### config.mk
export PLATFORM = sky130hd
export DESIGN_NAME = booth_r4_seq_mul
export DESIGN_NICKNAME = d
export VERILOG_FILES = /design/src/rtl/booth_pkg.sv /design/src/rtl/booth_r4_digit.sv /design/src/rtl/booth_r4_seq_mul.sv
export SDC_FILE = /design/constraint.sdc
export NUM_CORES = 1
export LEC_CHECK = 0
export CORE_ASPECT_RATIO = 0.7
export CORE_MARGIN = 4
export CORE_UTILIZATION = 51
export DETAILED_ROUTE_END_ITERATION = 8
export MAX_ROUTING_LAYER = met4
export PLACE_DENSITY = 0.72
export REMOVE_ABC_BUFFERS = 1
export SLEW_MARGIN = 20
export SYNTH_ARGS = -nofsm -noshare
export SYNTH_HDL_FRONTEND = slang
export SYNTH_SLANG_ARGS = --single-unit
### constraint.sdc
create_clock -name iClk -period 7.6 [get_ports iClk]
set_clock_uncertainty 0.1 [all_clocks]
set_input_delay 2.28 -clock iClk [delete_from_list [all_inputs] [get_ports iClk]]
set_output_delay 2.28 -clock iClk [all_outputs]
set_load 0.02 [all_outputs]
### src/rtl/booth_pkg.sv
// booth_pkg: shared state, digit-code and digit-select types for the radix-4 Booth multiplier
package booth_pkg;
  typedef enum logic [1:0] {IDLE, RUN, DONE} state_t;
  typedef enum logic [1:0] {SEL_ZERO, SEL_PM1, SEL_PM2} sel_t;
  typedef struct packed {
    logic neg;
    sel_t sel;
  } digit_t;
  localparam logic [2:0] D_Z0  = 3'b000;
  localparam logic [2:0] D_P1A = 3'b001;
  localparam logic [2:0] D_P1B = 3'b010;
  localparam logic [2:0] D_P2  = 3'b011;
  localparam logic [2:0] D_N2  = 3'b100;
  localparam logic [2:0] D_N1A = 3'b101;
  localparam logic [2:0] D_N1B = 3'b110;
  localparam logic [2:0] D_Z1  = 3'b111;
  function automatic digit_t booth_decode(input logic [2:0] q);
    digit_t d;
    d.neg = q[2] && q != D_Z1;
    d.sel = (q == D_Z0 || q == D_Z1) ? SEL_ZERO : (q == D_P2 || q == D_N2) ? SEL_PM2 : SEL_PM1;
    return d;
  endfunction
endpackage

### src/rtl/booth_r4_digit.sv
// booth_r4_digit: combinational radix-4 Booth partial product from a 3-bit multiplier window
module booth_r4_digit
  import booth_pkg::*;
#(
  parameter int wO = 64
) (
  input  logic [2:0]    q,
  input  logic [wO-1:0] m,
  output logic [wO-1:0] pp
);
  digit_t d;
  logic [wO-1:0] mag;
  always_comb begin
    d = booth_decode(q);
    mag = d.sel == SEL_PM2 ? m << 1 : d.sel == SEL_PM1 ? m : '0;
    pp = d.neg ? -mag : mag;
  end
endmodule

### src/rtl/booth_r4_seq_mul.sv
// booth_r4_seq_mul: one-digit-per-clock radix-4 Booth multiplier with valid/ready in and out; BOOTH_EARLY_TERM_EN enables early termination
module booth_r4_seq_mul
  import booth_pkg::*;
#(
  parameter int wI = 32,
  parameter int wO = 2 * wI
) (
  input  logic          iClk,
  input  logic          iRst,
  input  logic          iValid,
  output logic          oReady,
  input  logic [wI-1:0] iX,
  input  logic [wI-1:0] iY,
  output logic          oValid,
  input  logic          iReady,
  output logic [wO-1:0] oO,
  output logic          oBusy
);
  localparam int CW = $clog2(wI / 2);
  state_t state, state_n;
  logic [wO-1:0] m, acc, pp;
  logic [wI:0] q;
  logic [CW-1:0] cnt;
  logic last, skip;
  booth_r4_digit #(.wO(wO)) u_digit (.q(q[2:0]), .m(m), .pp(pp));
`ifdef BOOTH_EARLY_TERM_EN
  always_comb skip = q == '0 || q == '1;
`else
  always_comb skip = 1'b0;
`endif
  always_ff @(posedge iClk)
    state <= iRst ? IDLE : state_n;
  always_comb begin
    last = cnt == CW'(wI / 2 - 1);
    state_n = state == IDLE ? (iValid ? RUN : IDLE) :
              state == RUN  ? (skip || last ? DONE : RUN) :
              state == DONE ? (iReady ? IDLE : DONE) : IDLE;
    oReady = state == IDLE;
    oValid = state == DONE;
    oBusy = state != IDLE;
  end
  always_ff @(posedge iClk)
    if (iRst) begin
      m <= '0;
      q <= '0;
      acc <= '0;
      cnt <= '0;
      oO <= '0;
    end else if (state == IDLE && iValid) begin
      m <= wO'($signed(iX));
      q <= {iY, 1'b0};
      acc <= '0;
      cnt <= '0;
    end else if (state == RUN && !skip) begin
      acc <= acc + pp;
      m <= m << 2;
      q <= $signed(q) >>> 2;
      cnt <= cnt + CW'(1);
      if (last) oO <= acc + pp;
    end else if (state == RUN) begin
      oO <= acc;
    end
endmodule
==> summary by stage, run 1 <==
Outcome
The flow ran to the end, and the final reports show no timing, DRC or antenna violations.

Synthesis
The proportion of synthesized area in mux cells is 0.3917%. The commonest cells after synthesis are 396 x nand2_1, 311 x a21oi_1, 231 x dfxtp_1. The synthesized netlist devotes 28.80% of its cell area to compound gates.

The distinct cell type count of the synthesized netlist is 74. The synthesized design contains 0 enable-type register cells. The combinational family with the most area after synthesis is compound AO/OA/AOI/OAI gates.

The most instantiated flip-flop cell in the synthesis netlist is dfxtp_1. Synthesis inferred 231 register bits. By area the synthesized netlist is led by dfxtp_1 30%, a21oi_1 10%, nand2_1 9.7%. The fraction of the yosys area taken by sequential cells is 30.16%. In the synthesized netlist the async set-or-reset flop fraction comes to 0%. The dominant cell by count in the synthesized netlist is nand2_1. After Yosys synthesis, XOR and XNOR cells account for 6.798% of the synthesized area. The synthesized netlist occupies a cell area of 15330 sq um. The share of the synthesized area in the top cell type is 30.16%. The Yosys step of the flow raised 0 warnings.

The cell count after synthesis came out at 2105. The average cell area after synthesis is 7.283 sq um. The share of synthesized cell area in full adder, half adder and majority cells is 6.741%. The share of synthesized cell area in and, or, nand and nor gates is 22.57%.

Of all cell types, the one taking the most synthesized area is dfxtp_1.

Job
The max-capacitance violation count is 0.

Die
The floorplan step defined a die boundary enclosing 32940 sq um. The width of the chip is 215.2 um. The core region is 29280 sq um. The floorplan has 52 rows. The die extent in y is 153.1 um. Once the floorplan was initialized, standard cells occupied 52.36% of the core. For this design the top-level I/O count stands at 135.

Power and ir drop
Power spread over the standard cell area amounts to 194.6 nW/um^2. The maximum vdd ir drop is 0.1930 mV. The power consumption is 3.423 mW.

The analysis attributes to cell leakage a power of 6.716 nW.

Critical path
The cell family contributing the most delay on the critical path is compound AO/OA/AOI/OAI gates. The type of element capturing the critical path is a flop. Data on the critical path is required at its endpoint by 7.96 ns. The critical path in this run is classified as flop to flop. The number of cell instances on the worst register-to-register path is 22.

On the worst path, the slowest cell contributes a delay of 0.60 ns. The signal on the critical path passes through inv_1, ha_1, or3b_1, and2_4, a211oi_1, a41oi_1, a2111oi_4, nand3_1, nor4b_1, buf_4, nor2_1, xnor2_1, ha_1, o21a_1, a211oi_1, o221ai_1, a221oi_1, o21ai_0, a311oi_1, xnor2_1, nand2_1, a21oi_1. STA classifies the critical path startpoint as a flop. The sum of buffers and inverters on the critical path is 2.

The slack of the worst reg-to-reg path is 0.51 ns. The maximum net fanout on the critical path is 91. The slowest stage of the critical path is the a2111oi_4 cell. The critical path data arrival time is 7.45 ns. The worst register-to-register path begins at q[0]$_SDFFE_PP0P_. In this run the critical register-to-register path is captured at acc[61]$_SDFFE_PP0P_.

Place
The number of port buffers is 134. Before CTS, the worst setup slack after placement is 0.8046 ns. Summed over all nets, the half-perimeter wirelength after detailed placement is 37570 um. The placer's final routability congestion estimate is 0.9908.

STA
The clock period could shrink to 7.090 ns. The worst-case headroom to the max-slew limit is 29.50%. The post-route worst setup slack is 0.5097 ns. The final worst-path cycle share is 93.29%. Summed over all failing endpoints, the final setup total negative slack is 0 ns.

The final number of setup-violating endpoints is 0. The final count of hold timing violations is 0. The number of max-slew violations in the final report is 0. The achievable frequency is 141.0 MHz. At the pin with the least slew margin, the transition time is 1.058 ns.

Setup repair after global routing left no endpoint under its margin.

Drt
In the routed layout, each cell is associated on average with a via count of 6.262. The number of remaining DRC errors is 0. The detailed router finished its first iteration with 1968 violations. Summing over every cut layer, the via total after detailed routing is 15870.

The wire length per cell after detailed routing is 20.63 um. For this run, the detailed router's first-pass iteration total came to 6. The post-detailed-routing wire length is 52290 um.

The count of nets left with antenna violations after detail routing is 0.

Min path
The worst hold path depth is 2. The worst hold path terminates at oO[42]$_SDFFE_PP0P_. The startpoint identified for the worst hold timing path is oO[42]$_SDFFE_PP0P_.

The worst hold path belongs to the class flop to flop.

Clock tree
The buffer cell driving the clock tree root is clkbuf_16. The level count of the clock H-tree is 1. Counting the buffers created by CTS gives 24. The number of hold buffers added after CTS was 0. Gates resized during post-CTS repair numbered 0. The clock passes through at most 3 buffers. The post-CTS clock slew at the launch and capture registers of the worst setup and hold paths is 0.07 ns.

After clock tree synthesis, the setup repair step added 0 buffers. For the worst-skew pair, the clock arrives at the later sink with an insertion delay of 0.55 ns. The clock tree from TritonCTS is done. The number of sinks on the clock net is 231.

Global route
The number of antenna violations at the first check in global routing came to 1. For this run, the total global-route usage over all layers was measured as 31.28%. The first global-routing pass estimated 82690 um of wire. Entering global routing, the biggest net connects 92 pins. The number of global-route vias before repair is 14730. Global routing finished with a remaining overflow of 0.

Layout
Cells with a size suffix above 1 make up 4.455% of the layout. The number of nets in the layout is 2287. Relative to the synthesized area, the layout overhead comes to 14.76%.
-- how the worst max path moves through the flow --
| stage | startpoint | to | depth (start not counted) |
|---|---|---|---|
| after floorplan | state[0]$_SDFF_PP0_ | m[31]$_SDFFE_PP0P_ | 4 |
| after global placement | q[0]$_SDFFE_PP0P_ | acc[61]$_SDFFE_PP0P_ | 22 |
| after detailed placement | q[0]$_SDFFE_PP0P_ | acc[61]$_SDFFE_PP0P_ | 22 |
| after CTS | q[0]$_SDFFE_PP0P_ | acc[61]$_SDFFE_PP0P_ | 22 |
| after global routing | q[0]$_SDFFE_PP0P_ | acc[61]$_SDFFE_PP0P_ | 22 |
| final | q[0]$_SDFFE_PP0P_ | acc[61]$_SDFFE_PP0P_ | 22 |
-- state kept, by name, indices dropped and copies added, names as in the netlist --
register / count
oO: 64
acc: 64
q: 33
m: 64
cnt: 4
state: 2
-- cell type report --
cell class | instances | area [sq um]
Timing Repair Buffer | 161 | 1541
Fill cell | 2744 | 11680
Clock buffer | 32 | 690.7
Inverter | 26 | 97.59
Multi-Input combinational cell | 1693 | 10050
Sequential cell | 231 | 4624
Clock inverter | 12 | 113.9
Tap cell | 378 | 473.0
Antenna cell | 1 | 2.502
-- cell usage in the layout, fill, tap and decap left out, drive strengths merged, types with 12 or more instances in the layout --
| master | netlist | layout |
|---|---|---|
| a211oi | 19 | 19 |
| a21boi | 18 | 18 |
| a21o | 37 | 37 |
| a21oi | 311 | 311 |
| a221oi | 34 | 34 |
| a22oi | 65 | 65 |
| a31oi | 30 | 30 |
| and3 | 36 | 36 |
| buf | 14 | 28 |
| clkbuf | 141 | 32 |
| clkdlybuf4s50 | 0 | 133 |
| dfxtp | 231 | 231 |
| ha | 81 | 81 |
| inv | 25 | 26 |
| nand2 | 396 | 396 |
| nand2b | 13 | 13 |
| nand3 | 44 | 44 |
| nand4 | 31 | 31 |
| nor2 | 146 | 146 |
| nor3 | 35 | 35 |
| o21a | 16 | 16 |
| o21ai | 101 | 101 |
| o21bai | 12 | 12 |
| xnor2 | 68 | 68 |
| xor2 | 51 | 51 |
-- where the power goes --
part | switching, mW | total (mW) | internal [mW]
clock | 0.541 | 1.22 | 0.678
sequential | 0.0680 | 1.33 | 1.26
combinational | 0.572 | 0.875 | 0.303
-- worst register-to-register path, stage by stage (launching register included) --
cell	delay (ns)
dfxtp_1	0.36
inv_1	0.06
ha_1	0.23
or3b_1	0.50
and2_4	0.47
a211oi_1	0.42
a41oi_1	0.32
a2111oi_4	0.60
nand3_1	0.16
nor4b_1	0.36
buf_4	0.21
nor2_1	0.08
xnor2_1	0.53
ha_1	0.38
o21a_1	0.12
a211oi_1	0.24
o221ai_1	0.25
a221oi_1	0.30
o21ai_0	0.40
a311oi_1	0.45
xnor2_1	0.18
nand2_1	0.08
a21oi_1	0.20
-- per-layer routing --
layer  track usage, %  share of wire (%)  routed length (um)
met1            47.64                 48               25080
met2            43.13                 41               21280
met3            6.549                 10                5285
met4            4.476                1.2                 648
met5                -                  0                   0
-- cells by family after synthesis --
kind of cell	Yosys count
and+or+nand+nor	776
AOI/OAI and AO/OA	710
DFF	231
buffers and inverters	181
xor gates and xnor gates	119
adders and majority gates	82
muxes	6
-- per-stage QoR --
stage | utilization, % | std cells | cell area, sq um | hold slack (ns)
detailed placement | 57.34 | 2489 | 16790 | 0.3466
finish | 60.09 | 2534 | 17590 | 0.3510
global route | 60.09 | 2534 | 17590 | 0.3667
global placement | 57.34 | 2489 | 16790 | 0.3411
floorplan | - | 1950 | 14730 | 0.3305
CTS | 60.09 | 2533 | 17590 | 0.3554
No activity file was read; power rests on OpenSTA's default activity.
==> run 2, diff against run 1 <==
--- a/config.mk
+++ b/config.mk
@@ -16,3 +16,4 @@
 export SYNTH_ARGS = -nofsm -noshare
 export SYNTH_HDL_FRONTEND = slang
 export SYNTH_SLANG_ARGS = --single-unit
+export TNS_END_PERCENT = 5
==> results of run 2 <==
No change in the layout: final DEF, timing and power equal those of run 1.
==> run 3, diff against run 2 <==
--- a/config.mk
+++ b/config.mk
@@ -5,13 +5,15 @@
 export SDC_FILE = /design/constraint.sdc
 export NUM_CORES = 1
 export LEC_CHECK = 0
+export ABC_AREA = 1
 export CORE_ASPECT_RATIO = 0.7
 export CORE_MARGIN = 4
 export CORE_UTILIZATION = 51
 export DETAILED_ROUTE_END_ITERATION = 8
 export MAX_ROUTING_LAYER = met4
-export PLACE_DENSITY = 0.72
+export PLACE_DENSITY = 0.71
 export REMOVE_ABC_BUFFERS = 1
+export SKIP_CTS_REPAIR_TIMING = 1
 export SLEW_MARGIN = 20
 export SYNTH_ARGS = -nofsm -noshare
 export SYNTH_HDL_FRONTEND = slang
==> summary by stage, run 3 <==
Layout
The post-route netlist has 3.248% of its cells at a drive strength greater than 1. From synthesis to final layout, the design area changed by 13.50%. The post-route standard cell area excluding fillers is 19470 sq um. The top cell types in the final layout, fill and taps aside, are 742 x nand2_1, 502 x nor2_1, 411 x inv_1. The most common cell after layout, fill and taps aside is nand2_1. For this run, the number of standard cells in the final layout without fillers is 3384. The utilization after layout is 59.43%. The number of nets in the layout is 3090. The largest registers in the layout are acc x64, m x64, oO x64.

Power and ir drop
Summed over all nets, the switching power comes to 1.373 mW. The power per cell area is 191.1 nW/um^2. The net switching fraction of the power is 36.91%.

VDD sags by at most 0.1773 mV. The leakage power of the design is 9.462 nW. Sequential cells burn 35.5% of the power. The portion of total power attributed to combinational logic is 31.2%. The internal power is 2.347 mW. The clock power share is 33.2%.

Drt
The wire length per cell after detailed routing is 17.23 um. The number of remaining DRC errors is 0. The post-detailed-routing wire length is 58290 um. The first detailed-routing pass ran for 6 iterations.

The iteration-0 DRC count of the detailed router is 1863. Across all layers, the routed design uses 18510 vias. The count of nets left with antenna violations after detail routing is 0.

The routed via count divided by cell count is 5.469.

STA
Setup repair after global routing left no endpoint under its margin. Subtracting the final worst setup slack from the clock period gives 5.725 ns. The number of max-slew violations in the final report is 0.

Summed over all failing endpoints, the final setup total negative slack is 0 ns. Setup violations remaining at the end of the flow were counted as 0. Headroom to the max-slew limit came out at 31.64%. The final worst-path cycle share is 75.33%. The final count of hold timing violations came to 0. The achievable frequency is 174.7 MHz. The slew at the pin with the worst max-slew slack is 1.025 ns. The post-route worst setup slack is 1.875 ns.

Synthesis
Of the post-synthesis cell area, the dominant cell type holds 26.96%. The fraction of the yosys area taken by sequential cells is 26.96%. The total standard cell area after synthesis is 17150 sq um.

The async set-reset flop share out of synthesis is 0%. Sorting the synthesized cells by area gives the leading types as dfxtp_1 27%, nand2_1 16%, nor2_1 11%. For this run, the leading register cell type out of synthesis is dfxtp_1. The synthesized design contains 231 register bits.

Yosys printed 0 warnings. Averaged over all synthesized cells, the footprint is 5.962 sq um. The cell count after synthesis came out at 2877.

Yosys mapped the design onto 43 distinct sky130hd cell types. The most common cell in the synthesized netlist is nand2_1. The number of enable-type register cells in the synthesized netlist is 0.

The post-synthesis cell type with the largest combined area is dfxtp_1. After synthesis, the most frequently instantiated cells are 743 x nand2_1, 506 x nor2_1, 413 x inv_1.

Die
The effective utilization at floorplan is 52.36%. After floorplanning, the core was divided into 55 placement rows. The width of the chip is 227.2 um. The die extent in y is 161.4 um. Pin placement for this block handled 135 I/O pins. After floorplanning, the core was sized to cover 32760 sq um. The area of the die is 36680 sq um.

Place
The congestion estimate from routability-driven global placement came to 1.075. The post-placement cell count is 3340. The cell area after placement is 18670 sq um. At the placement stage, the worst setup path has a slack of 2.101 ns. The total half-perimeter wirelength after legalization and detailed placement is 44990 um. Input and output buffers added on the ports amount to 134.

Global route
The first global-routing pass estimated 91590 um of wire. The met2 capacity usage during global routing is 46.91%. Global routing used 5.578% of the available met3 tracks. The met1 global-route usage is 46.65%. The overall routing resource usage is 31.87%.

The number of global-route vias before repair is 16750. The number of antenna violations at the first check in global routing came to 0. The largest net degree at the start of global routing is 95. The residual overflow from global routing is 0. The layer with the highest usage after global routing is met2.

Critical path
At the worst endpoint, the arrival time is 6.07 ns. Data on the critical path is required at its endpoint by 7.94 ns. The biggest cell delay along the critical path is 0.49 ns. STA classifies the critical path startpoint as a flop. The category of the critical setup timing path is flop to flop.

The type of element capturing the critical path is a flop. The worst-path cell with the longest stage delay is nor2_1. The beginning of the worst register-to-register path is q[1]$_SDFFE_PP0P_. The number of cells on the worst reg-to-reg path is 33. The maximum net fanout on the critical path is 57. For flop-to-flop paths, the worst setup slack is 1.88 ns.

The endpoint identified for the worst register-to-register timing path is oO[47]$_SDFFE_PP0P_. By instance count, the cell type seen most on the critical path is inv_1.

Clock tree
The clock latency reported for the late side of the worst-skew pair is 0.56 ns. The clock tree from TritonCTS is done. After clock tree synthesis, the clock-pin slew on the worst setup and hold paths is 0.06 ns. Buffers inserted during clock tree synthesis total 25. In this run the number of H-tree levels came out at 1. The tree is rooted in a clkbuf_16.

The largest buffer count on any clock path is 3. The number of sinks on the clock net is 231.

Job
The tool flagged a number of max-cap violations equal to 0.

Min path
Counting instances, the worst hold path has a depth of 2. The worst hold path begins at acc[0]$_SDFFE_PP0P_. For hold timing, the worst endpoint is acc[0]$_SDFFE_PP0P_. The worst hold path class is flop to flop.

Outcome
The run finished with clean final reports.
## run 3: changes by cell type after synthesis, sizes merged, moves of 27 or more
cell,change
a21o,-27
a21oi,-197
a22oi,-65
a31oi,+45
and3,-36
clkbuf,-66
inv,+393
nand2,+354
nand3,+140
nor2,+372
o21ai,+59
xnor2,-42
## run 3: worst max-delay path by stage
| stage | startpoint | endpoint | slack [ns] | depth (start not counted) |
|---|---|---|---|---|
| floorplan | state[0]$_SDFF_PP0_ | m[10]$_SDFFE_PP0P_ | -3.55 | 5 |
| global placement | q[0]$_SDFFE_PP0P_ | oO[59]$_SDFFE_PP0P_ | 2.18 | 31 |
| detailed placement | q[1]$_SDFFE_PP0P_ | oO[59]$_SDFFE_PP0P_ | 2.10 | 32 |
| CTS | q[1]$_SDFFE_PP0P_ | oO[47]$_SDFFE_PP0P_ | 2.07 | 33 |
| global route | q[1]$_SDFFE_PP0P_ | oO[47]$_SDFFE_PP0P_ | 1.48 | 32 |
| finish | q[1]$_SDFFE_PP0P_ | oO[47]$_SDFFE_PP0P_ | 1.88 | 33 |
## run 3: cell type report
cell class / instances / area (sq um)
Fill cell: 3289 / 13290
Multi-Input combinational cell: 2116 / 10500
Sequential cell: 231 / 4624
Inverter: 418 / 1569
Timing Repair Buffer: 148 / 1444
Clock buffer: 35 / 703.2
Tap cell: 427 / 534.3
Clock inverter: 8 / 95.09
Antenna cell: 1 / 2.502
## run 3: power by group through the flow
| stage | Sequential, mW | Clock [mW] | Combinational, mW |
|---|---|---|---|
| CTS | 1.32 | 1.26 | 1.14 |
| finish | 1.32 | 1.24 | 1.16 |
| global route | 1.33 | 1.31 | 1.29 |
| floorplan | 1.33 | 0 | 0.798 |
| global placement | 1.35 | 0 | 1.12 |
| detailed placement | 1.35 | 0 | 1.13 |
## run 3: layer usage
metal / up-vias / part of all wire [%] / routed length [um]
li1: 9238 / - / -
met1: 8507 / 47 / 27650
met2: 692 / 42 / 24370
met3: 71 / 9.2 / 5364
met4: 0 / 1.6 / 907
met5: - / 0 / 0
## run 3: critical path: cells and delay by family (launching register included)
family / cells / cell delay [ns]
simple gates: 17 / 2.73
buf+inv: 9 / 1.01
fa+ha+maj: 3 / 0.68
xor+xnor: 2 / 0.42
flops: 1 / 0.36
compound gates: 2 / 0.31
## run 3: metrics by stage
| step | hold slack [ns] | total power, mW |
|---|---|---|
| final | 0.3740 | 3.721 |
| after global routing | 0.3863 | 3.929 |
| after CTS | 0.3739 | 3.714 |
| after detailed placement | 0.3652 | 2.480 |
| after global placement | 0.3596 | 2.467 |
| after floorplan | 0.3441 | 2.127 |
## run 3: logic make-up after synthesis
group / Yosys count / synth area share (%)
and+or+nand+nor: 1517 / 35.87
AOI/OAI and AO/OA: 424 / 14.39
xor gates and xnor gates: 93 / 4.749
buffers and inverters: 530 / 12.01
DFF: 231 / 26.96
adders and majority gates: 82 / 6.025
